==> src/rtl/dma_rx_fl_framer_pkg.sv <==
// Shared constants, state encoding and helpers for the DMA RX -> FrameLink framer.
package dma_rx_fl_framer_pkg;

  localparam int HDR_LEN_LSB = 0;
  localparam int HDR_LEN_MSB = 15;
  localparam int HDR_TAG_LSB = 16;
  localparam int HDR_TAG_MSB = 23;

  typedef enum logic [1:0] {
    HDR     = 2'd0,
    DATA    = 2'd1,
    DISCARD = 2'd2
  } state_t;

  // Number of dw-bit words needed to carry len bytes; 17 bits so 65535 cannot overflow.
  function automatic logic [16:0] words_of(input logic [15:0] len, input int dw);
    logic [16:0] bpw;
    bpw = 17'(dw / 8);
    return ({1'b0, len} + bpw - 17'd1) / bpw;
  endfunction

endpackage

==> src/rtl/dma_rx_fl_framer_if.sv <==
// DMA word stream in (active-high handshake) and FrameLink stream out (active-low handshake).
interface dma_rx_fl_framer_if #(
  parameter int DATA_WIDTH = 64,
  parameter int REM_W      = $clog2(DATA_WIDTH / 8)
);
  logic [DATA_WIDTH-1:0] rx_data;
  logic                  rx_src_rdy;
  logic                  rx_dst_rdy;

  logic [DATA_WIDTH-1:0] tx_data;
  logic [REM_W-1:0]      tx_rem;
  logic                  tx_sof_n;
  logic                  tx_sop_n;
  logic                  tx_eof_n;
  logic                  tx_eop_n;
  logic                  tx_src_rdy_n;
  logic                  tx_dst_rdy_n;
  logic [7:0]            tx_tag;

  modport slave (
    input  rx_data, rx_src_rdy, tx_dst_rdy_n,
    output rx_dst_rdy, tx_data, tx_rem, tx_sof_n, tx_sop_n, tx_eof_n, tx_eop_n,
           tx_src_rdy_n, tx_tag
  );

  modport master (
    output rx_data, rx_src_rdy, tx_dst_rdy_n,
    input  rx_dst_rdy, tx_data, tx_rem, tx_sof_n, tx_sop_n, tx_eof_n, tx_eop_n,
           tx_src_rdy_n, tx_tag
  );
endinterface

==> src/rtl/dma_rx_fl_framer_fl_out_reg.sv <==
// One-deep FrameLink output register; refills in the same cycle it is drained.
module fl_out_reg #(
  parameter int DW    = 64,
  parameter int REM_W = 3
) (
  input  logic             clk,
  input  logic             rst_n,
  input  logic             load_i,
  input  logic [DW-1:0]    data_i,
  input  logic [REM_W-1:0] rem_i,
  input  logic             sof_i,
  input  logic             eof_i,
  output logic             ready_o,
  output logic [DW-1:0]    data_o,
  output logic [REM_W-1:0] rem_o,
  output logic             sof_n_o,
  output logic             eof_n_o,
  output logic             src_rdy_n_o,
  input  logic             dst_rdy_n_i
);

  logic             full_q;
  logic [DW-1:0]    data_q;
  logic [REM_W-1:0] rem_q;
  logic             sof_n_q;
  logic             eof_n_q;

  assign ready_o = !full_q || !dst_rdy_n_i;

  always_ff @(posedge clk or negedge rst_n) begin
    if (!rst_n) begin
      full_q  <= 1'b0;
      data_q  <= '0;
      rem_q   <= '0;
      sof_n_q <= 1'b1;
      eof_n_q <= 1'b1;
    end else if (load_i) begin
      full_q  <= 1'b1;
      data_q  <= data_i;
      rem_q   <= rem_i;
      sof_n_q <= !sof_i;
      eof_n_q <= !eof_i;
    end else if (full_q && !dst_rdy_n_i) begin
      // Data/REM keep their last value; only the frame markers are retired.
      full_q  <= 1'b0;
      sof_n_q <= 1'b1;
      eof_n_q <= 1'b1;
    end
  end

  assign data_o      = data_q;
  assign rem_o       = rem_q;
  assign sof_n_o     = sof_n_q;
  assign eof_n_o     = eof_n_q;
  assign src_rdy_n_o = !full_q;

endmodule

==> src/rtl/dma_rx_fl_framer.sv <==
// Rebuilds one FrameLink frame per DMA transfer (header word + payload), dropping bad lengths.
//  state   | meaning
//  HDR     | waiting for header word; checks LEN, latches TAG / word count
//  DATA    | forwarding payload words into the output register
//  DISCARD | swallowing payload of an oversize transfer
module dma_rx_fl_framer
  import dma_rx_fl_framer_pkg::*;
#(
  parameter int DATA_WIDTH = 64,
  parameter int MAX_LEN    = 1522
) (
  input  logic                clk,
  input  logic                rst_n,
  dma_rx_fl_framer_if.slave   bus,
  output logic                err_o,
  output logic [31:0]         frame_cnt_o
);

  localparam int BPW   = DATA_WIDTH / 8;
  localparam int REM_W = $clog2(BPW);
  localparam int CNT_W = 16 - REM_W + 1;

  state_t           state_q;
  logic [CNT_W-1:0] cnt_q;
  logic [REM_W-1:0] last_rem_q;
  logic [7:0]       tag_sh_q;
  logic [7:0]       tx_tag_q;
  logic             first_q;
  logic             err_q;
  logic             rdy_en_q;
  logic [31:0]      frame_cnt_q;

  logic [15:0]      hdr_len;
  logic [7:0]       hdr_tag;
  logic [CNT_W-1:0] hdr_words;
  logic             out_ready;
  logic             acc;
  logic             load;
  logic             last;
  logic [REM_W-1:0] out_rem;
  logic             tx_sof_n;
  logic             tx_eof_n;
  logic             tx_src_rdy_n;

  assign hdr_len   = bus.rx_data[HDR_LEN_MSB:HDR_LEN_LSB];
  assign hdr_tag   = bus.rx_data[HDR_TAG_MSB:HDR_TAG_LSB];
  assign hdr_words = CNT_W'(words_of(hdr_len, DATA_WIDTH));

  // rdy_en_q keeps RX closed during reset and opens it one clock after release.
  assign bus.rx_dst_rdy = rdy_en_q && ((state_q != DATA) || out_ready);
  assign acc            = bus.rx_src_rdy && bus.rx_dst_rdy;
  assign load           = acc && (state_q == DATA);
  assign last           = (cnt_q == CNT_W'(1));
  assign out_rem        = last ? last_rem_q : '1;

  always_ff @(posedge clk or negedge rst_n) begin
    if (!rst_n) begin
      state_q     <= HDR;
      cnt_q       <= '0;
      last_rem_q  <= '0;
      tag_sh_q    <= '0;
      tx_tag_q    <= '0;
      first_q     <= 1'b0;
      err_q       <= 1'b0;
      rdy_en_q    <= 1'b0;
      frame_cnt_q <= '0;
    end else begin
      rdy_en_q <= 1'b1;
      err_q    <= 1'b0;
      if (!tx_src_rdy_n && !bus.tx_dst_rdy_n && !tx_eof_n)
        frame_cnt_q <= frame_cnt_q + 32'd1;
      // The pending tag stays shadowed until the new frame's SOF word loads.
      if (load && first_q)
        tx_tag_q <= tag_sh_q;
      case (state_q)
        HDR: begin
          if (acc) begin
            if (hdr_len == 16'd0) begin
              err_q <= 1'b1;
            end else if (hdr_len > 16'(MAX_LEN)) begin
              err_q   <= 1'b1;
              cnt_q   <= hdr_words;
              state_q <= DISCARD;
            end else begin
              tag_sh_q   <= hdr_tag;
              cnt_q      <= hdr_words;
              last_rem_q <= REM_W'(hdr_len - 16'd1);
              first_q    <= 1'b1;
              state_q    <= DATA;
            end
          end
        end
        DATA: begin
          if (acc) begin
            first_q <= 1'b0;
            cnt_q   <= cnt_q - CNT_W'(1);
            if (last) state_q <= HDR;
          end
        end
        DISCARD: begin
          if (acc) begin
            cnt_q <= cnt_q - CNT_W'(1);
            if (last) state_q <= HDR;
          end
        end
        default: state_q <= HDR;
      endcase
    end
  end

  fl_out_reg #(
    .DW    (DATA_WIDTH),
    .REM_W (REM_W)
  ) u_out_reg (
    .clk         (clk),
    .rst_n       (rst_n),
    .load_i      (load),
    .data_i      (bus.rx_data),
    .rem_i       (out_rem),
    .sof_i       (first_q),
    .eof_i       (last),
    .ready_o     (out_ready),
    .data_o      (bus.tx_data),
    .rem_o       (bus.tx_rem),
    .sof_n_o     (tx_sof_n),
    .eof_n_o     (tx_eof_n),
    .src_rdy_n_o (tx_src_rdy_n),
    .dst_rdy_n_i (bus.tx_dst_rdy_n)
  );

  assign bus.tx_sof_n     = tx_sof_n;
  assign bus.tx_sop_n     = tx_sof_n;
  assign bus.tx_eof_n     = tx_eof_n;
  assign bus.tx_eop_n     = tx_eof_n;
  assign bus.tx_src_rdy_n = tx_src_rdy_n;
  assign bus.tx_tag       = tx_tag_q;
  assign err_o            = err_q;
  assign frame_cnt_o      = frame_cnt_q;

endmodule

==> src/flat_wrapper.sv <==
// flat-port wrapper written by rule: the top's interface ports become plain ports
module dma_rx_fl_framer_flat import dma_rx_fl_framer_pkg::*;
#(
  parameter int DATA_WIDTH = 64,
  parameter int MAX_LEN    = 1522
)
  (clk, rst_n, err_o, frame_cnt_o, bus_rx_data, bus_rx_src_rdy, bus_tx_dst_rdy_n, bus_rx_dst_rdy, bus_tx_data, bus_tx_rem, bus_tx_sof_n, bus_tx_sop_n, bus_tx_eof_n, bus_tx_eop_n, bus_tx_src_rdy_n, bus_tx_tag);
  dma_rx_fl_framer_if #(.DATA_WIDTH(DATA_WIDTH)) bus_i ();
  input  logic clk;
  input  logic rst_n;
  output logic err_o;
  output logic [31:0] frame_cnt_o;
  input wire logic [$bits(bus_i.rx_data)-1:0] bus_rx_data;
  input wire logic [$bits(bus_i.rx_src_rdy)-1:0] bus_rx_src_rdy;
  input wire logic [$bits(bus_i.tx_dst_rdy_n)-1:0] bus_tx_dst_rdy_n;
  output wire logic [$bits(bus_i.rx_dst_rdy)-1:0] bus_rx_dst_rdy;
  output wire logic [$bits(bus_i.tx_data)-1:0] bus_tx_data;
  output wire logic [$bits(bus_i.tx_rem)-1:0] bus_tx_rem;
  output wire logic [$bits(bus_i.tx_sof_n)-1:0] bus_tx_sof_n;
  output wire logic [$bits(bus_i.tx_sop_n)-1:0] bus_tx_sop_n;
  output wire logic [$bits(bus_i.tx_eof_n)-1:0] bus_tx_eof_n;
  output wire logic [$bits(bus_i.tx_eop_n)-1:0] bus_tx_eop_n;
  output wire logic [$bits(bus_i.tx_src_rdy_n)-1:0] bus_tx_src_rdy_n;
  output wire logic [$bits(bus_i.tx_tag)-1:0] bus_tx_tag;
  assign bus_i.rx_data = bus_rx_data;
  assign bus_i.rx_src_rdy = bus_rx_src_rdy;
  assign bus_i.tx_dst_rdy_n = bus_tx_dst_rdy_n;
  assign bus_rx_dst_rdy = bus_i.rx_dst_rdy;
  assign bus_tx_data = bus_i.tx_data;
  assign bus_tx_rem = bus_i.tx_rem;
  assign bus_tx_sof_n = bus_i.tx_sof_n;
  assign bus_tx_sop_n = bus_i.tx_sop_n;
  assign bus_tx_eof_n = bus_i.tx_eof_n;
  assign bus_tx_eop_n = bus_i.tx_eop_n;
  assign bus_tx_src_rdy_n = bus_i.tx_src_rdy_n;
  assign bus_tx_tag = bus_i.tx_tag;
  dma_rx_fl_framer #(.DATA_WIDTH(DATA_WIDTH), .MAX_LEN(MAX_LEN)) u_core (.clk(clk), .rst_n(rst_n), .bus(bus_i), .err_o(err_o), .frame_cnt_o(frame_cnt_o));
endmodule
==> config.mk <==
export PLATFORM = sky130hd
export DESIGN_NAME = dma_rx_fl_framer_flat
export DESIGN_NICKNAME = d
export VERILOG_FILES = /design/src/rtl/dma_rx_fl_framer_pkg.sv /design/src/rtl/dma_rx_fl_framer_if.sv /design/src/rtl/dma_rx_fl_framer_fl_out_reg.sv /design/src/rtl/dma_rx_fl_framer.sv /design/src/flat_wrapper.sv
export SDC_FILE = /design/constraint.sdc
export NUM_CORES = 1
export LEC_CHECK = 0
export ABC_CLOCK_PERIOD_IN_PS = 2760
export BUFFER_PORTS_ARGS = -buffer_cell sky130_fd_sc_hd__buf_2
export CAP_MARGIN = 20
export CELL_PAD_IN_SITES_DETAIL_PLACEMENT = 0
export CELL_PAD_IN_SITES_GLOBAL_PLACEMENT = 1
export CORE_MARGIN = 2
export CORE_UTILIZATION = 40
export CTS_CLUSTER_SIZE = 24
export DETAILED_ROUTE_END_ITERATION = 8
export GPL_ROUTABILITY_DRIVEN = 0
export HOLD_SLACK_MARGIN = 0.03
export PLACE_DENSITY_LB_ADDON = 0.2
export SLEW_MARGIN = 10
export SYNTH_ARGS = -nofsm -noshare
export SYNTH_HDL_FRONTEND = slang
export SYNTH_SLANG_ARGS = --single-unit
==> constraint.sdc <==
create_clock -name clk -period 2.76 [get_ports clk]
set_clock_uncertainty 0.1 [all_clocks]
set_input_delay 0.414 -clock clk [delete_from_list [all_inputs] [get_ports clk]]
set_output_delay 0.414 -clock clk [all_outputs]
set_load 0.005 [all_outputs]
-- Yosys cells after proc, flatten, opt, wreduce, memory -nomap -nowiden
Cells that the tools add are included.
- add/subtract/negate cells: 5
- order comparisons: 1
- equality and inequality tests: 10
- multiplexer cells: 25
- bitwise gates (word level): 2
- reduce and logical (&&, ||, !) cells: 23
- operators with widths (operator ; number):
    14-bit two-way mux ; 3
    32-bit by 1-bit adder with 32-bit output (second input constant) ; 1
    14-bit case mux with 2 select lines ; 1
    16-bit by 4-bit adder with 17-bit output (second input constant) ; 1
    17-bit by 1-bit subtractor with 17-bit output (second input constant) ; 1
    16-bit by 11-bit > comparator with 1-bit output (second input constant) ; 1
    16-bit zero test ; 1
    14-bit by 1-bit == test with 1-bit output (second input constant) ; 1
    14-bit by 1-bit subtractor with 14-bit output (second input constant) ; 1
    1-bit two-way mux ; 13
    4-bit AND reduction ; 3
    2-bit two-way mux ; 5
    2-bit by 1-bit != test with 1-bit output (second input constant) ; 5
    1-bit logical AND ; 6
    2-bit nonzero test ; 3
    1-bit zero test ; 5
    5-bit AND reduction ; 1
    2-bit != test (second input constant) ; 2
    2-bit case mux with 2 select lines ; 1
    3-bit two-way mux ; 1
    3-bit by 1-bit subtractor with 3-bit output (second input constant) ; 1
    2-bit by 1-bit == test with 1-bit output (second input constant) ; 1
    2-bit == test (second input constant) ; 1
    2-bit zero test ; 1
    other kinds (4) ; 6
- bits in registers: 140
- input port bits: 68
- output and inout bits: 114
- logic and storage cells: 80

-- Depth between registers and ports, before layout
Gate-level depths: netlist of run 1.
- depth in word-level cells: 7
- depth in mapped cells: 9
- depth with buffers taken out: 8

-- Modules after synthesis
From an unflattened synthesis of run 1, not the netlist that was laid out.
- cell total of the unflattened synthesis: 531
- area, all modules: 6752.7 um^2
- by module, submodules not included (module ; times used ; cells each ; area an instance (um^2) ; seq. area each (um^2)):
    dma_rx_fl_framer ; 1 ; 378 ; 3811.2 ; 1751.7
    fl_out_reg ; 1 ; 153 ; 2941.6 ; 1754.2

-- Worst setup path before layout of run 1
Ideal clock, no wire load.
- path kind: in2reg
- from: input bus_rx_data[14]
- to: register u_core.tag_sh_q[3]
- library setup time: 128 ps
- arrival time: 1954 ps
- required time: 2532 ps
- path slack: 579 ps
- stages on the path: 6
- path buffers: 1
- cells stage by stage: or3_1 > nor3_2 > o211ai_1 > nor3_2 > buf_4 > mux2_1
- word-level cells in the longest chain between the ends: 3
- elaborated cells between the ends (all ways): 5
- those cells by class: order compare: 1; bitwise: 2; reduce/logical: 2
- ends and longest elaborated chain (item ; RTL line ; text):
    start, declared ; flat_wrapper.sv:13 ; input wire logic [$bits(bus_i.rx_data)-1:0] bus_rx_data;
    16-bit by 11-bit > comparator with 1-bit output / 16-bit zero test (equally long branches) ; dma_rx_fl_framer.sv:80, dma_rx_fl_framer.sv:78 ;
    1-bit NOT (no line) ; - ;
    4-bit AND reduction (no line) (*) ; - ;
    end signal, assigned ; dma_rx_fl_framer.sv:85 ; tag_sh_q <= hdr_tag;
    end, declared ; dma_rx_fl_framer.sv:26 ; logic [7:0] tag_sh_q;
Mark *: on every way between the ends. The rest lies on a longest branch, timed or not.
A chain may end at the register's enable or synchronous reset.

-- Worst setup path after layout of run 1
- from: register u_core.u_out_reg.full_q
- to: register u_core.frame_cnt_q[29] (netlist: u_core.frame_cnt_o[29])
- word-level cells in the longest chain between the ends: 2
- ends and longest elaborated chain (item ; RTL line ; text):
    start, declared ; dma_rx_fl_framer_fl_out_reg.sv:22 ; logic full_q;
    start signal, assigned ; dma_rx_fl_framer_fl_out_reg.sv:32 ; full_q <= 1'b0;
    start signal, assigned ; dma_rx_fl_framer_fl_out_reg.sv:38 ; full_q <= 1'b1;
    start signal, assigned ; dma_rx_fl_framer_fl_out_reg.sv:45 ; full_q <= 1'b0;
    1-bit logical AND (2 in a row) ; dma_rx_fl_framer.sv:70 ; if (!tx_src_rdy_n && !bus.tx_dst_rdy_n && !tx_eof_n)
    end signal, assigned ; dma_rx_fl_framer.sv:71 ; frame_cnt_q <= frame_cnt_q + 32'd1;
    end, declared ; dma_rx_fl_framer.sv:31 ; logic [31:0] frame_cnt_q;
Every way passes these cells.

==> flow_summary_export.csv, run 1 <==
group,metric,value,unit
cts,cts-htree-levels,4,
detailed_routing,detail-route-antenna-nets,0,
synth,synth.yosys.warnings,0,
timing,layout_worst_path_cycle_share,80.36,%
placed_design,placed_cells_incl_taps,867,
floorplan,core_outline_area,15150,um^2
placed_design,preCtsSetupSlack,0.2960,ns
layout,flow.area_growth_from_synthesis,28.09,%
global_routing,grt_usage,18.12,%
detailed_routing,drtPass1Iterations,4,
power,powerDensity,838.4,nW/um^2
synth,synth_simple_gate_area_share,12.16,%
detailed_routing,vias,4619,
detailed_routing,route.met3.wl,963,um
timing,worstMarginPinSlew,0.5130,ns
layout,final_cell_count_no_fill,900,
cts,post-cts-setup-buffer-count,0,
synth,yosys.area_share.adder,1.414,%
run,cap_viol_max_count,0,
cts,clkSinkCount,140,
cts,cts.clk_slew.worst_paths,0.07,ns
floorplan,std_cell_rows,45,
synth,ys_seq_elements,140,
floorplan,die_y,128.4,um
layout,antenna_cells,0,
timing,max_slew_margin,65.52,%
detailed_routing,drt-initial-drc-count,178,
timing,setup_total_negative_slack,0,ns
run_status,result_of_the_run,"complete, no violations",
worst_setup_path,setup.worst_path.class,"reg -> reg",
cts,hold_buffers,1,
worst_setup_path,worst-endpoint-required,2.96,ns
detailed_routing,wl_met2,6.879,mm
power,static_leakage,0.004133,uW
synth,synth-async-reset-ratio,100.0,%
synth,dominant_combinational_cell_family_by_area_after_synthesis,"multiplexers",
cts,cts_inserted_buffers,17,
timing,drv_slew,0,
detailed_routing,routed_wl,14.43,mm
floorplan,die_w,128.4,um
worst_setup_path,path_max_fanout,6,
synth,netlist_instances,506,
worst_setup_path,reg2regPathDepth,6,
timing,finalHoldViolations,0,
synth,synth.largest_area_cell,"dfrtp_1",
synth,synth_area_per_cell,12.24,um^2
synth,synth_edf_count,0,
synth,yosys.cell_count.top_type,"dfrtp_1",
timing,setup_violations,0,
synth,mappedNetlistArea,6192,um^2
global_routing,gr-total-overflow,0,
layout,nNetsFinal,774,
floorplan,top_level_ports,182,
cts,clock_tree.buffer_depth,2,
cts,tritoncts,"built",
synth,library_cells_used_by_synthesis,52,
synth,complex_gate_fraction_of_the_synthesized_area,6.809,%
power,peakVddDrop,0.5283,mV
synth,syn_nets,581,
detailed_routing,avg_wl_per_cell,16.03,um
synth,synth_sequential_area_ratio,56.62,%
floorplan,initial_utilization,40.88,%
detailed_routing,drt_drc_violations_left,0,
global_routing,largest_net_degree_at_the_start_of_global_routing,80,
synth,top_cells_by_area_in_the_synthesized_netlist,"dfrtp_1 56%, mux2_2 14%, xnor2_1 5.0%",
synth,synth_xor_area_share,5.941,%
detailed_routing,wl_met1,6.362,mm
hold_path,hold_class,"in -> reg",
layout,layout-drive-gt1-share,43.54,%
placed_design,detailedPlacementHpwl,10.41,mm
global_routing,vias_in_the_first_global_route,4727,
timing,final.setup.worst_slack,0.5420,ns
synth,synthFlopType,"dfrtp_1",
global_routing,number_of_antenna_violations_at_the_first_check_in_global_routing,0,
cts,clock_tree.root_cell,"clkbuf_16",
synth,yosysTopAreaCellShare,55.77,%
placed_design,placement.io_buffers,181,
timing,rsz_0062_raised_after_global_routing,"false",
layout,post_route_utilization,52.37,%
worst_setup_path,setup.worst_path.start_class,"register",
global_routing,grt_first_pass_wirelength,23.37,mm
worst_setup_path,arrival,2.42,ns
timing,fin_crit,2.218,ns
detailed_routing,highest_layer,"met4",
worst_setup_path,critPathCaptureType,"register",
floorplan,fp.dieArea,16490,um^2
cts,clk-insertion-delay-late,0.42,ns
synth,synth.mux.area_fraction,14.89,%
synth,synth_top_cells_by_count,"138 x dfrtp_1, 76 x mux2_2, 46 x nand2_1",
timing,fmax,450.9,MHz
hold_path,worst_hold_stages,2,
cts,cts_repair_resize_count,0,
detailed_routing,drt-vias-per-instance,5.132,
==> power breakdown <==
group | total (uW) | internal [uW] | leakage, uW | switching [uW]
clock network | 2160 | 1180 | 0.000265 | 980
logic | 1580 | 841 | 0.00198 | 741
registers | 2910 | 2590 | 0.00189 | 322
==> routing by layer <==
metal,up-vias,track usage [%]
met5,-,0
met4,0,6.593
met3,17,6.362
met2,120,28.91
met1,2294,22.93
li1,2188,-
==> kinds of logic (layout without fill, tap and decap cells) <==
logic type      after synthesis  count (layout)
xor+xnor                     42              42
flops                       140             140
fa+ha+maj                     7               7
mux                          82              82
other cells                   1               1
simple gates                142             142
compound gates               61              61
buf+inv                      31             237
==> cell usage in the layout, fill, tap and decap left out, types with 3 or more instances in the layout <==
master      count
and4_1          5
nand2_1        46
xnor2_1        35
xor2_1          7
mux2_1          5
clkbuf_16      17
inv_8           3
and3_1         10
inv_6           3
nor2_1         21
nand4_1        11
o21ai_0        12
and2_1          4
mux2_2         76
buf_4           9
a22o_1          7
o31a_1          4
ha_1            7
clkinvlp_4      4
inv_1          13
dfrtp_1       138
o22a_1          3
nor4_1          3
a21oi_1         7
buf_2         180
o31ai_1         4
nand3_1        20
nand2b_1        3
o22ai_1         6
==> path summary, 6_finish.rpt <==
| check | startpoint | slack (ns) | endpoint |
|---|---|---|---|
| hold reg to reg | u_core.frame_cnt_o[31] | 0.37 | u_core.frame_cnt_o[31] |
| hold / removal | bus_rx_data[25] | 0.11 | u_core.u_out_reg.data_o[25] |
| min in group asynchronous | rst_n | 0.35 | u_core.cnt_q[6] |
| setup reg to reg | u_core.u_out_reg.full_q | 0.54 | u_core.frame_cnt_o[29] |
| setup / recovery | u_core.u_out_reg.full_q | 0.54 | u_core.frame_cnt_o[29] |
| max in group asynchronous | rst_n | 1.43 | u_core.u_out_reg.sof_n_o |
==> per-stage QoR <==
step / hold WS (ns) / area (um^2) / total power [uW]
3_3_place_gp: 0.2364 / 7362 / 4492
5_1_grt: 0.1053 / 7931 / 7049
4_1_cts: 0.1001 / 7931 / 6734
6_report: 0.1134 / 7931 / 6650
2_1_floorplan: 0.01841 / 6192 / 3800
3_5_place_dp: 0.2419 / 7362 / 4545
==> worst max-delay path, cell delays in order, from the launching register on <==
cell and delay [ns]:
dfrtp_1 0.44, nor3b_2 0.41, and4_1 0.31, and4_1 0.32, and2b_1 0.27, nand3_1 0.13
xnor2_1 0.13
==> area by class of cell <==
| cell class | instances | area [um^2] |
|---|---|---|
| fill | 1375 | 7214 |
| timing repair buffer | 192 | 1010 |
| tap | 188 | 235.2 |
| sequential | 140 | 3506 |
| clock buffer | 17 | 425.4 |
| multi-input combinational | 335 | 2572 |
| inverter | 13 | 48.80 |
| clock inverter | 15 | 133.9 |
==> registers in the layout, summed over array words and instances, names as in the netlist, 2 cells and up <==
signal	flops
u_core.u_out_reg.data_o	64
u_core.last_rem_q	3
u_core.state_q	2
u_core.tag_sh_q	8
u_core.frame_cnt_o	32
u_core.bus.tx_tag	8
u_core.u_out_reg.rem_o	3
u_core.cnt_q	14
(Power assumes the default switching activity.)
==> inputs of run 2 (changes only) <==
- ABC_AREA: default -> 1
- ABC_CLOCK_PERIOD_IN_PS: 2760 -> 2200
- CORE_UTILIZATION: 40 -> 38
- clock period: 2.76 -> 2.2 ns (I/O delays scaled with it)
==> run 2 against run 1 <==
Effect of this change:
- combinational power is 34% higher
- synthesized cell count is 90% higher
- sequential share of layout area is 6.9 points lower
- highest routed layer unchanged
- via count is 45% higher
- worst setup slack worse by 0.28 ns
- register-to-register slack worse by 0.23 ns
- cell area is 19% higher
- clock-buffer cell count is 2 higher
==> flow_summary_export.csv, run 2 <==
group,metric,value,unit
run_status,result_of_the_run,"complete, no violations",
timing,worstMarginPinSlew,0.5344,ns
floorplan,die_w,140.7,um
run,cap_viol_max_count,0,
hold_path,worst_hold_stages,3,
layout,layout_common_cells,"447 x nand2_1, 180 x buf_2, 138 x dfrtp_1",
hold_path,hold-path-endpoint,"u_core.u_out_reg.data_o[18]",
floorplan,initial_utilization,38.36,%
worst_setup_path,setup.worst_path.start_class,"register",
global_routing,gr-total-overflow,0,
worst_setup_path,worst-endpoint-required,1.77,ns
layout,multi_input_comb_area,3199,um^2
timing,max_slew_margin,64.10,%
cts,clk-insertion-delay-late,0.42,ns
cts,clock_tree.buffer_depth,2,
global_routing,grt_first_pass_wirelength,32.93,mm
worst_setup_path,path_max_fanout,3,
synth,yosys.cell_count.top_type,"nand2_1",
cts,cts-htree-levels,4,
synth,synth_area_per_cell,7.408,um^2
power,static_leakage,0.005261,uW
floorplan,top_level_ports,182,
synth,synth_top_cells_by_count,"447 x nand2_1, 138 x dfrtp_1, 95 x nor2_1",
global_routing,largest_net_degree_at_the_start_of_global_routing,63,
cts,post-cts-setup-buffer-count,0,
synth,syn_nets,1034,
worst_setup_path,critPathCaptureType,"output port",
timing,drv_slew,0,
hold_path,hold_class,"in -> reg",
timing,setup_violations,0,
floorplan,core_outline_area,18520,um^2
synth,complex_gate_fraction_of_the_synthesized_area,3.276,%
worst_setup_path,setup.worst_path.class,"reg -> out",
synth,mappedNetlistArea,7104,um^2
power,peakVddDrop,0.5593,mV
detailed_routing,drt-vias-per-instance,4.650,
layout,nNetsFinal,1267,
synth,synth_simple_gate_area_share,36.91,%
worst_setup_path,r2r-end,"u_core.u_out_reg.rem_o[2]",
synth,yosys.area_share.adder,1.233,%
synth,synth.mux.area_fraction,0,%
detailed_routing,vias,6692,
global_routing,vias_in_the_first_global_route,6655,
power,powerDensity,928.4,nW/um^2
global_routing,grt_usage,20.57,%
placed_design,preCtsSetupSlack,0.2804,ns
layout,seqCellArea,3506,um^2
detailed_routing,drt-initial-drc-count,353,
synth,synthFlopType,"dfrtp_1",
layout,antenna_cells,0,
detailed_routing,avg_wl_per_cell,13.79,um
detailed_routing,detail-route-antenna-nets,0,
worst_setup_path,arrival,1.51,ns
synth,top_cells_by_area_in_the_synthesized_netlist,"dfrtp_1 49%, nand2_1 24%, nor2_1 5.0%",
worst_setup_path,critical_path.reg2reg.startpoint,"u_core.state_q[0]",
synth,synth_xor_area_share,3.452,%
layout,largest_register_ffs,64,
detailed_routing,routed_wl,19.84,mm
cts,cts_repair_resize_count,0,
floorplan,die_y,140.7,um
detailed_routing,drtPass1Iterations,4,
cts,clkSinkCount,140,
floorplan,fp.dieArea,19800,um^2
hold_path,worst_hold_startpoint,"bus_rx_data[18]",
timing,rsz_0062_raised_after_global_routing,"false",
layout,layout-drive-gt1-share,21.08,%
synth,library_cells_used_by_synthesis,30,
layout,fillerInstances,1899,
synth,synth_edf_count,0,
timing,fin_crit,1.935,ns
synth,netlist_instances,959,
cts,tritoncts,"built",
placed_design,detailedPlacementHpwl,14.35,mm
layout,layout.cells.most_common,"nand2_1",
detailed_routing,drt_drc_violations_left,0,
synth,synth-async-reset-ratio,100.0,%
synth,dominant_combinational_cell_family_by_area_after_synthesis,"simple AND/OR/NAND/NOR gates",
cts,cts.clk_slew.worst_paths,0.06,ns
layout,flow.area_growth_from_synthesis,32.32,%
placed_design,placement.io_buffers,181,
synth,yosysTopAreaCellShare,48.61,%
floorplan,std_cell_rows,50,
synth,ys_seq_elements,140,
cts,cts_inserted_buffers,17,
cts,clock_tree.root_cell,"clkbuf_16",
synth,synth_sequential_area_ratio,49.35,%
timing,fmax,516.8,MHz
worst_setup_path,reg2regPathDepth,9,
worst_setup_path,worst_case_register_to_register_setup_slack,0.31,ns
timing,finalHoldViolations,0,
global_routing,number_of_antenna_violations_at_the_first_check_in_global_routing,0,
timing,final.setup.worst_slack,0.2650,ns
synth,synth.largest_area_cell,"dfrtp_1",
timing,layout_worst_path_cycle_share,87.96,%
timing,setup_total_negative_slack,0,ns
synth,synth.yosys.warnings,0,
==> run 2: how the worst max path moves through the flow <==
stage | start | end | cells past startpoint | slack [ns]
2_1_floorplan | bus_rx_data[0] | u_core.cnt_q[11] | 12 | 0.54
3_3_place_gp | bus_rx_data[0] | u_core.last_rem_q[0] | 11 | 0.30
3_5_place_dp | bus_rx_data[0] | u_core.last_rem_q[2] | 11 | 0.28
4_1_cts | u_core.state_q[1] | bus_rx_dst_rdy | 6 | 0.23
5_1_grt | u_core.state_q[0] | u_core.last_rem_q[2] | 7 | 0.13
6_report | u_core.state_q[1] | bus_rx_dst_rdy | 6 | 0.26
==> run 2: layout make-up <==
| cell class | count | share of cell area, % |
|---|---|---|
| timing repair buffer | 242 | 15.99 |
| clock inverter | 13 | 2.023 |
| multi-input combinational | 720 | 34.03 |
| tap | 234 | 3.115 |
| sequential | 140 | 37.30 |
| clock buffer | 19 | 4.712 |
| inverter | 71 | 2.835 |
==> run 2: kinds of logic after synthesis <==
group                      Yosys count
adders and majority gates            7
other                                1
xor gates and xnor gates            28
DFF                                140
buffers and inverters               99
AOI/OAI and AO/OA                   46
and+or+nand+nor                    638
==> run 2: worst max-delay path, cell delays in order, from the launching register on <==
cell,delay [ns]
dfrtp_1,0.38
inv_1,0.08
ha_1,0.23
nand3_1,0.11
nand2_1,0.07
inv_1,0.07
buf_2,0.15
==> run 2: power breakdown <==
part           total [uW]  internal [uW]  switching [uW]
sequential           3490           3120             369
combinational        2120            901            1220
clock                3110           1940            1170
total                8730           5960            2760
==> run 2: metrics by stage <==
stage	power (uW)	hold WS, ns	util, %	std cells	area [um^2]
5_1_grt	9304	0.04531	50.76	1439	9400
3_3_place_gp	5597	0.1677	45.02	1364	8337
3_5_place_dp	5613	0.1645	45.02	1364	8337
2_1_floorplan	4692	-0.06559	-	959	7104
6_report	8728	0.04722	50.76	1439	9400
4_1_cts	8823	0.03392	50.76	1439	9400
==> run 2: what timing repair did <==
action / CTS / global route
endpoints found under the setup margin: 0 / 0
hold buffers: 43 / 0
endpoints found under the hold margin: 77 / 0
==> run 2: layer usage <==
metal / vias to the layer above / share of wire [%] / routed length (um) / GRT usage, %
met5: - / 0 / 0 / 0
li1: 3435 / - / - / -
met4: 0 / 1.3 / 253 / 6.000
met1: 3113 / 47 / 9415 / 27.96
met3: 17 / 3.2 / 640 / 3.668
met2: 127 / 48 / 9527 / 33.86
==> inputs of run 3 (changes only) <==
- PLACE_DENSITY: default -> 0.79
- PLACE_DENSITY_LB_ADDON: 0.2 -> default
- SYNTH_HIERARCHICAL: default -> 1
==> run 3 against run 2 <==
Effect of this change:
- combinational power rose by 5%
- via count rose by 5.7%
- critical path type is now in -> reg
- wire length rose by 4.1%
- critical path depth rose by 7
- sequential share of layout area fell by 1.1 points
- largest power group unchanged
- highest routed layer unchanged
==> flow_summary_export.csv, run 3 <==
group,metric,value,unit
floorplan,fp.dieArea,20620,um^2
synth,netlist_instances,1017,
global_routing,grt_most_used_layer,"met2",
detailed_routing,vias,7073,
detailed_routing,drt_drc_violations_left,0,
global_routing,grt_util_met3,4.465,%
detailed_routing,drt-initial-drc-count,390,
power,peakVddDrop,0.6417,mV
timing,worstMarginPinSlew,0.5305,ns
detailed_routing,drtPass1Iterations,5,
worst_setup_path,cp_cell_sequence,"dlygate4sd3_1, buf_2, inv_1, ha_1, inv_1, nor2_1, nand3_1, nor2_1, nand3_2, nand2_4, inv_4, nand2_1, o21ai_0",
detailed_routing,avg_wl_per_cell,13.53,um
synth,synth_sequential_area_ratio,47.35,%
layout,flow.area_growth_from_synthesis,30.67,%
cts,cts_inserted_buffers,17,
floorplan,die_y,143.6,um
layout,multi_input_comb_area,3422,um^2
cts,clock_tree.root_cell,"clkbuf_16",
placed_design,detailedPlacementHpwl,14.56,mm
layout,layout.cells.most_common,"nand2_1",
synth,synthFlopType,"dfrtp_1",
timing,setup_violations,0,
synth,ys_seq_elements,140,
layout,layout-drive-gt1-share,20.46,%
worst_setup_path,arrival,2.23,ns
layout,layout_common_cells,"500 x nand2_1, 180 x buf_2, 138 x dfrtp_1",
synth,yosysTopAreaCellShare,46.64,%
layout,fillerInstances,1942,
synth,synth.yosys.warnings,6,
worst_setup_path,crit_path_max_incr_delay,0.53,ns
cts,clkSinkCount,140,
cts,clock_tree.buffer_depth,2,
worst_setup_path,worst-path-buf-inv,5,
synth,syn_nets,1092,
worst_setup_path,setup.worst_path.class,"in -> reg",
synth,yosys.cell_count.top_type,"nand2_1",
timing,fin_crit,2.029,ns
synth,synth_area_per_cell,7.281,um^2
synth,synth.largest_area_cell,"dfrtp_1",
floorplan,std_cell_rows,51,
worst_setup_path,crit_family,"buffers and inverters",
power,static_leakage,0.005352,uW
cts,tritoncts,"built",
worst_setup_path,critPathCaptureType,"register",
synth,synth_top_cells_by_count,"500 x nand2_1, 138 x dfrtp_1, 101 x nor2_1",
synth,synth_edf_count,0,
cts,clk-insertion-delay-late,0.43,ns
run_status,result_of_the_run,"complete, no violations",
timing,max_slew_margin,64.63,%
timing,drv_slew,0,
global_routing,grt_usage,20.52,%
synth,synth-async-reset-ratio,100.0,%
global_routing,number_of_antenna_violations_at_the_first_check_in_global_routing,0,
worst_setup_path,critical-path-slowest-cell,"dlygate4sd3_1",
power,powerDensity,896.9,nW/um^2
worst_setup_path,setup.worst_path.start_class,"input port",
global_routing,gr-total-overflow,0,
global_routing,grt_first_pass_wirelength,33.51,mm
cts,cts-htree-levels,4,
worst_setup_path,worst-endpoint-required,2.40,ns
floorplan,die_w,143.6,um
layout,largest_register_ffs,64,
timing,finalHoldViolations,0,
timing,layout_worst_path_cycle_share,92.21,%
global_routing,largest_net_degree_at_the_start_of_global_routing,72,
timing,fmax,492.9,MHz
worst_setup_path,worst_case_register_to_register_setup_slack,0.34,ns
layout,seqCellArea,3506,um^2
cts,cts.clk_slew.worst_paths,0.06,ns
synth,mappedNetlistArea,7405,um^2
hold_path,hold_class,"in -> reg",
synth,top_cells_by_area_in_the_synthesized_netlist,"dfrtp_1 47%, nand2_1 25%, nor2_1 5.1%",
layout,final_area,9676,um^2
detailed_routing,detail-route-antenna-nets,0,
placed_design,placement.io_buffers,181,
layout,nNetsFinal,1323,
floorplan,initial_utilization,38.42,%
global_routing,global_route_met1_usage,26.37,%
synth,library_cells_used_by_synthesis,36,
worst_setup_path,path_max_fanout,18,
floorplan,top_level_ports,182,
placed_design,placement.cell_area,8578,um^2
power,power.total,8678,uW
floorplan,core_outline_area,19270,um^2
global_routing,vias_in_the_first_global_route,6826,
detailed_routing,drt-vias-per-instance,4.635,
timing,rsz_0062_raised_after_global_routing,"false",
timing,setup_total_negative_slack,0,ns
layout,antenna_cells,0,
detailed_routing,routed_wl,20.64,mm
global_routing,groute.layer.met2.usage,34.36,%
run,cap_viol_max_count,0,
run 3: cells by family (layout without fill, tap and decap cells):
family	Yosys count	after routing	share of synthesized area, %
AO/OA/AOI/OAI	34	34	2.535
buffers and inverters	104	348	6.539
other	1	1	0.05064
adder cells (fa/ha/maj)	7	7	1.183
flip-flops	140	140	47.35
multiplexers	1	1	0.1352
AND/OR/NAND/NOR	706	706	39.37
XOR/XNOR	24	24	2.839
run 3: where the power goes:
| part | internal, uW | total, uW | switching [uW] |
|---|---|---|---|
| Clock | 1830 | 2990 | 1160 |
| Combinational | 912 | 2220 | 1310 |
| Sequential | 3090 | 3470 | 370 |
| Total | 5840 | 8680 | 2840 |
run 3: repair_timing:
| action | CTS | global route |
|---|---|---|
| hold buffers | 46 | 0 |
| gates resized for setup | 0 | 2 |
| endpoints found under the setup margin | 0 | 17 |
| setup buffers | 0 | 2 |
| endpoints found under the hold margin | 81 | 0 |
run 3: worst reg2reg max path, cell delays in order, from the launching register on:
cell and delay, ns:
dfrtp_1 0.43, nor2_1 0.23, nand2_1 0.12, nor2_1 0.18, nor4b_4 0.46, nand2_1 0.09
nand2_1 0.10, nand2_1 0.06
run 3: worst paths after layout:
path                                             startpoint                           to  cells after the start
worst max register to register              u_core/cnt_q[7]    u_core/u_out_reg/rem_o[2]                      7
max in group asynchronous                             rst_n  u_core/u_out_reg/data_o[44]                      3
worst min register to register  u_core/u_out_reg/data_o[54]  u_core/u_out_reg/data_o[54]                      2
min in group asynchronous                             rst_n  u_core/u_out_reg/data_o[62]                      2
worst min-delay path                        bus_rx_data[18]  u_core/u_out_reg/data_o[18]                      3
worst max-delay path                         bus_rx_data[0]              u_core/cnt_q[3]                     13
run 3: area by class of cell:
cell class	instances	area share [%]
Tap cell	265	3.427
Multi-Input combinational cell	773	35.37
Sequential cell	140	36.23
Timing Repair Buffer	241	15.66
Inverter	75	2.987
Clock inverter	12	1.707
Clock buffer	20	4.617
run 3: per-stage QoR:
stage / utilization [%] / hold slack (ns) / setup slack (ns) / std cells
detailed placement: 44.51 / 0.1703 / 0.1766 / 1446
CTS: 50.08 / 0.03539 / 0.1109 / 1524
global route: 50.21 / 0.03715 / 0.01493 / 1526
finish: 50.21 / 0.04808 / 0.1713 / 1526
global placement: 44.51 / 0.1720 / 0.1987 / 1446
floorplan: - / -0.06559 / 0.4668 / 1017
run 3: per-layer routing:
metal | wire [um] | vias to the layer above
li1 | - | 3604
met1 | 9475 | 3243
met2 | 9643 | 196
met3 | 1113 | 30
met4 | 411 | 0
met5 | 0 | -
